==> src/rtl/binary_to_bcd_formatter.sv <==
// Sequential binary-to-BCD converter (double dabble, one bit per clock) feeding a
// seven-segment controller; results and point mask are held in output registers.
module binary_to_bcd_formatter #(
  parameter int BINARY_WIDTH = 27,
  parameter int NUM_DIGITS   = 8
) (
  input  logic                      clock,
  input  logic                      resetN,
  input  logic [BINARY_WIDTH-1:0]   valueIn,
  input  logic [NUM_DIGITS-1:0]     pointMaskIn,
  input  logic                      inValid,
  output logic                      inReady,
  output logic [NUM_DIGITS*4-1:0]   data,
  output logic [NUM_DIGITS-1:0]     pointEnable,
  output logic                      overflow,
  output logic                      done,
  output logic                      dbg_state
);

  localparam int BCD_W = NUM_DIGITS * 4;
  localparam int CNT_W = $clog2(BINARY_WIDTH + 1);
  localparam logic [CNT_W-1:0] LAST_SHIFT = CNT_W'(BINARY_WIDTH - 1);

  // Handshake: a value transfers on any rising edge where inValid && inReady.
  // inReady is high only in IDLE; inValid may be raised without waiting for inReady.
  typedef enum logic {
    IDLE  = 1'b0,
    SHIFT = 1'b1
  } state_e;

  state_e                  state_q, state_d;
  logic [BINARY_WIDTH-1:0] bin_q, bin_d;
  logic [BCD_W-1:0]        bcd_q, bcd_d;
  logic [BCD_W-1:0]        bcd_adj;
  logic                    ovf_q, ovf_d;
  logic [CNT_W-1:0]        cnt_q, cnt_d;
  logic [NUM_DIGITS-1:0]   mask_q, mask_d;
  logic [BCD_W-1:0]        data_q, data_d;
  logic [NUM_DIGITS-1:0]   point_q, point_d;
  logic                    overflow_q, overflow_d;
  logic                    done_q, done_d;

  always_comb begin
    bcd_adj = bcd_q;
    for (int i = 0; i < NUM_DIGITS; i++) begin
      if (bcd_q[4*i +: 4] >= 4'd5) begin
        bcd_adj[4*i +: 4] = bcd_q[4*i +: 4] + 4'd3;
      end
    end
  end

  always_comb begin
    state_d    = state_q;
    bin_d      = bin_q;
    bcd_d      = bcd_q;
    ovf_d      = ovf_q;
    cnt_d      = cnt_q;
    mask_d     = mask_q;
    data_d     = data_q;
    point_d    = point_q;
    overflow_d = overflow_q;
    done_d     = 1'b0;
    case (state_q)
      IDLE: begin
        if (inValid) begin
          state_d = SHIFT;
          bin_d   = valueIn;
          mask_d  = pointMaskIn;
          bcd_d   = '0;
          ovf_d   = 1'b0;
          cnt_d   = '0;
        end
      end
      SHIFT: begin
        bin_d = {bin_q[BINARY_WIDTH-2:0], 1'b0};
        bcd_d = {bcd_adj[BCD_W-2:0], bin_q[BINARY_WIDTH-1]};
        ovf_d = ovf_q | bcd_adj[BCD_W-1];
        cnt_d = cnt_q + CNT_W'(1);
        // Outputs change only here, so the display never sees partial sums.
        if (cnt_q == LAST_SHIFT) begin
          state_d = IDLE;
          done_d  = 1'b1;
          if (ovf_d) begin
            data_d     = '1;
            point_d    = '0;
            overflow_d = 1'b1;
          end else begin
            data_d     = bcd_d;
            point_d    = mask_q;
            overflow_d = 1'b0;
          end
        end
      end
      default: state_d = IDLE;
    endcase
  end

  always_ff @(posedge clock or negedge resetN) begin
    if (!resetN) begin
      state_q    <= IDLE;
      bin_q      <= '0;
      bcd_q      <= '0;
      ovf_q      <= 1'b0;
      cnt_q      <= '0;
      mask_q     <= '0;
      data_q     <= '0;
      point_q    <= '0;
      overflow_q <= 1'b0;
      done_q     <= 1'b0;
    end else begin
      state_q    <= state_d;
      bin_q      <= bin_d;
      bcd_q      <= bcd_d;
      ovf_q      <= ovf_d;
      cnt_q      <= cnt_d;
      mask_q     <= mask_d;
      data_q     <= data_d;
      point_q    <= point_d;
      overflow_q <= overflow_d;
      done_q     <= done_d;
    end
  end

  assign inReady     = (state_q == IDLE);
  assign data        = data_q;
  assign pointEnable = point_q;
  assign overflow    = overflow_q;
  assign done        = done_q;
  assign dbg_state   = state_q;

endmodule
==> config.mk <==
export PLATFORM = sky130hd
export DESIGN_NAME = binary_to_bcd_formatter
export DESIGN_NICKNAME = d
export VERILOG_FILES = /design/src/rtl/binary_to_bcd_formatter.sv
export SDC_FILE = /design/constraint.sdc
export NUM_CORES = 1
export LEC_CHECK = 0
export ABC_AREA = 1
export BUFFER_PORTS_ARGS = -buffer_cell sky130_fd_sc_hd__buf_2
export CAP_MARGIN = 15
export CORE_MARGIN = 4
export CORE_UTILIZATION = 40
export DETAILED_ROUTE_END_ITERATION = 10
export PLACE_DENSITY = 0.69
export SLEW_MARGIN = 20
export SYNTH_ARGS = -nofsm -noshare
export SYNTH_HDL_FRONTEND = slang
export SYNTH_SLANG_ARGS = --single-unit
export TNS_END_PERCENT = 20
==> constraint.sdc <==
create_clock -name clock -period 1.6 [get_ports clock]
set_clock_uncertainty 0.1 [all_clocks]
set_input_delay 0.24 -clock clock [delete_from_list [all_inputs] [get_ports clock]]
set_output_delay 0.24 -clock clock [all_outputs]
set_load 0.1 [all_outputs]
After elaboration in Yosys (flattened, before gate mapping)
Index checks and enable logic that the tools add are counted.
Cells by class
  $add $sub $neg: 9
  multiply operators: 0
  divide/modulo/power cells: 0
  $lt $le $gt $ge: 8
  equal/unequal tests: 2
  shift-type cells: 0
  muxes and demuxes: 24
  bitwise logic cells: 2
  reduce and logical (&&, ||, !) cells: 2
Operators by type and width (count)
  $mux 32: 2
  $pmux 32 s2: 1
  $pmux 27 s2: 1
  $add 4x2->4 const B: 8
  $ge 4x3->1 const B: 8
  $mux 4: 8
  $mux 27: 1
  $pmux 5 s2: 1
  $mux 8: 1
  $mux 1: 6
  $add 5x1->5 const B: 1
  $eq 5x5->1 const B: 1
  $mux 5: 1
  $pmux 1 s2: 2
  $reduce_and 2->1: 2
  $ne 2x2->1 const B: 1
  $not 1->1: 1
  $or 1x1->1: 1
Storage, ports and cells
  register bits after elaboration: 116
  latch bits: 0
  RAM bits: 0
  bits in read-only memories: 0
  output and inout port bits: 44
  logic and storage cells: 57
  memories: 0

Logic depth before layout (Yosys ltp)
  word-level depth: 4
  depth in mapped cells: 11

Worst setup path before layout
Ideal clock, no wire load.
  path type: flip-flop to flip-flop
  start point: register state_q, in the netlist dbg_state
  end point: register data_q[25], in the netlist data[25]
  library setup time: 0.121 ns
  data arrival time: 1.873 ns
  setup slack: -0.494 ns
  stages on the path, launching flop included: 8
  clock period less this slack: 2.094 ns
  path through: dfrtp_1 -> buf_2 -> nand2_2 -> nor2_4 -> buf_4 -> nand3_1 -> nor2_1 -> nor2_1
Between the ends
  word-level cells in the longest chain between the ends: 1
Ends and longest elaborated chain
  from (decl): line 31  | state_e state_q, state_d;
  from (signal assigned): line 111  | state_q <= state_d;
  $reduce_and 2->1 (no source line)
  to (signal assigned): line 117  | data_q <= data_d;
  to (decl): line 38  | logic [BCD_W-1:0] data_q, data_d;
No other way between the ends.
A chain may end at the register's enable or synchronous reset.

Worst setup path after layout
  start point: register state_q, in the netlist dbg_state
  end point: output port inReady
Between the ends
  word-level cells in the longest chain between the ends: 1
Ends and longest elaborated chain
  $not 1->1
  to (decl): line 12  | output logic inReady,
No other way between the ends.

==> results.cfg <==
[global_route]
global_route_wire_length_before_repair_um = 23800
pin_count_of_the_biggest_net_entering_global_routing = 44
first_global_vias = 4999
gr-usage-all-layers_pct = 18.1
antenna_found_initial = 0
grt_overflow_total = 0

[yosys]
ys.warnings.count = 0
synth-async-reset-ratio_pct = 100
syn_nets = 758
synthesis.area_mm2 = 0.00562
synth.top_cells.by_count = nand2_1 (218), dfrtp_1 (116), nor2_1 (101)
synth-edff-count = 0
synth.area.top_cells = dfrtp_1 (52%), nand2_1 (15%), nor2_1 (6.7%)
synthesis.instances = 702
synthDominantAreaCellType = dfrtp_1
yosysTopAreaCellShare_pct = 51.7
yosys.cell_count.top_type = nand2_1
ys.flop_type = dfrtp_1
netlist-cell-type-count = 25
post_synth.cell_area_avg_um2 = 8.00
synth.yosys.seq_area_share_pct = 51.7
ys_seq_elements = 116

[sta]
f_max_mhz = 626
hold_viol_final = 0
maxSlewHeadroom_pct = 65.6
report.final.setup_viol = 0
finalMaxSlewViolations = 0
rsz0062_at_grt = true
timing.final.ws_setup_ns = 0.00195
layout_worst_path_cycle_share_pct = 99.9
final_period_minus_worst_setup_slack_ns = 1.60
slew_of_the_pin_with_the_lowest_slew_margin_ns = 0.519

[clock_tree]
clock_pin_transition_on_the_worst_setup_and_hold_timing_paths_ns = 0.05
tritoncts = built
ctsRootBufferMaster = clkbuf_16
cts_made_buffers = 17
cts.htree.levels = 4
cts-root-to-sink-buffers = 2
clk_latency_ns = 0.42
numClockSinks = 116

[finish]
layout_cells_sized_above_1_pct = 26.4
antenna_diode_count = 0
seqCellArea_mm2 = 0.00291
num-fill-cells = 1150
final_net_count = 920
multi_input_comb_area_mm2 = 0.00255
area_delta_synth_final_pct = 43.2

[power_and_ir_drop]
power.share.switching_pct = 48.8
total_switching_power_mw = 9.02
clock_power_share_pct = 21.7
power.density_mw_per_mm2 = 2300
power.total_mw = 18.5
ir_worst_vdd_mv = 0.979
p_seq_share_pct = 27.2
p_leak_nw = 3.94
p_int_mw = 9.47
comb_power_share_pct = 51.1

[run_status]
outcome = complete, no violations

[critical_path]
worstPathRequired_ns = 1.26
critical_path.startpoint_type = flip-flop
critPathArrivalTime_ns = 1.26
critical_path_class = reg2out
critical_path.endpoint_type = output port
critPathMaxFanout = 7

[floorplanning]
pin_count = 82
fp-row-count = 43
start_util_pct = 40.6
die_area_mm2 = 0.0160
die_w_um = 127
fp.coreArea_mm2 = 0.0138
fp.dieH_um = 127

[routing]
detail_routed_net_length_per_standard_cell_um = 14.5
vias_per_cell = 5.04
dr_total_vias = 5324
drt_iter0_markers = 451
drt_first_pass_iters = 5
routed_wl_um = 15300
ant_nets = 0
remaining_drc_errors = 0

[place]
placement.io_buffers = 81
place.detailed.hpwl_um = 9150
final_estimated_routing_congestion_in_global_placement = 0.796
pre_cts_ws_ns = 0.0194

[worst_hold_path]
min_path_type = in2async

[job]
maxCapViolations = 0
## placed cells by master (no fill, tap or decap), types with 9 or more instances in the layout
| cell type | n |
|---|---|
| buf_4 | 27 |
| nand2_2 | 10 |
| o21ai_1 | 9 |
| dfrtp_1 | 115 |
| dlygate4sd3_1 | 36 |
| nor2_1 | 80 |
| nand3_1 | 48 |
| nand4_1 | 18 |
| nand2_1 | 209 |
| inv_2 | 13 |
| o21ai_0 | 41 |
| buf_2 | 77 |
| nor2_2 | 18 |
| clkbuf_16 | 23 |
| buf_12 | 12 |
| inv_1 | 47 |
| a22oi_1 | 9 |
| ha_1 | 14 |
| buf_6 | 10 |
## registers in the layout, summed over array words and instances, names as in the netlist
register	count
pointEnable	8
data	32
bin_q	27
bcd_q	32
overflow	1
dbg_state	1
mask_q	8
ovf_q	1
done	1
cnt_q	5
## final timing paths
| path | from | end | slack, ns | cells after the start |
|---|---|---|---|---|
| min | resetN | done | 0.17 | 2 |
| max in group asynchronous | resetN | bin_q[6] | 0.67 | 3 |
| min reg2reg | mask_q[3] | mask_q[3] | 0.38 | 2 |
| min in group clock | inValid | bin_q[24] | 0.20 | 5 |
| max | dbg_state | inReady | 0.002 | 2 |
| max reg2reg | dbg_state | data[29] | 0.01 | 9 |
## area by class of cell
class	instances	share of cell area [%]
flip-flops and latches	116	36.1
multi-input cells	497	31.7
repair buffers	171	18.7
clock buffers	21	5.85
inverters	61	2.91
well taps	180	2.80
clock inverters	10	1.91
## worst max-delay path: stages (launching register included)
cell and delay, ns:
dfrtp_4 0.53, inv_6 0.13, buf_12 0.18
## logic make-up after synthesis
group / synth area share, %
AOI/OAI and AO/OA: 8.11
adders and majority gates: 4.01
DFF: 51.7
buffers and inverters: 6.95
and+or+nand+nor: 29.3
## layer usage
metal  wire length, um  vias to the layer above  GRT usage, %  part of all wire, %
li1                  -                     2606             -                    -
met1              6700                     2558          24.2                   44
met2              7590                      144          29.4                   50
met3               837                       16          5.31                  5.5
met4               193                        0          4.23                  1.3
met5                 0                        -             0                    0
## per-stage QoR
step / hold WS (ns) / util [%] / area [um2] / setup TNS, ns / cells
floorplan: -0.156 / - / 5630 / -0.0245 / 702
global placement: 0.0652 / 46.6 / 6440 / 0 / 966
detailed placement: 0.0654 / 46.6 / 6440 / 0 / 966
CTS: 0.174 / 54.3 / 7510 / 0 / 1038
global route: 0.202 / 58.2 / 8040 / -1.11 / 1056
finish: 0.170 / 58.2 / 8040 / 0 / 1056
## timing repair
| action | CTS | global route |
|---|---|---|
| hold buffers | 36 | 0 |
| hold endpoints to repair | 132 | 0 |
| resized for setup | 5 | 81 |
| cloned | 1 | 11 |
| buffers inserted | 4 | 7 |
| pin swaps | 0 | 18 |
| endpoints found under the setup margin | 2 | 60 |
## power by group through the flow
stage | sequential [mW] | clock [mW] | combinational, mW
after floorplan | 8.21 | 0 | 3.51
final | 5.03 | 4.02 | 9.45
after global placement | 4.96 | 0 | 8.49
after detailed placement | 4.98 | 0 | 8.61
after CTS | 4.95 | 4.05 | 8.82
after global routing | 5.18 | 4.22 | 10.3
No activity file was read; power rests on OpenSTA's default activity.
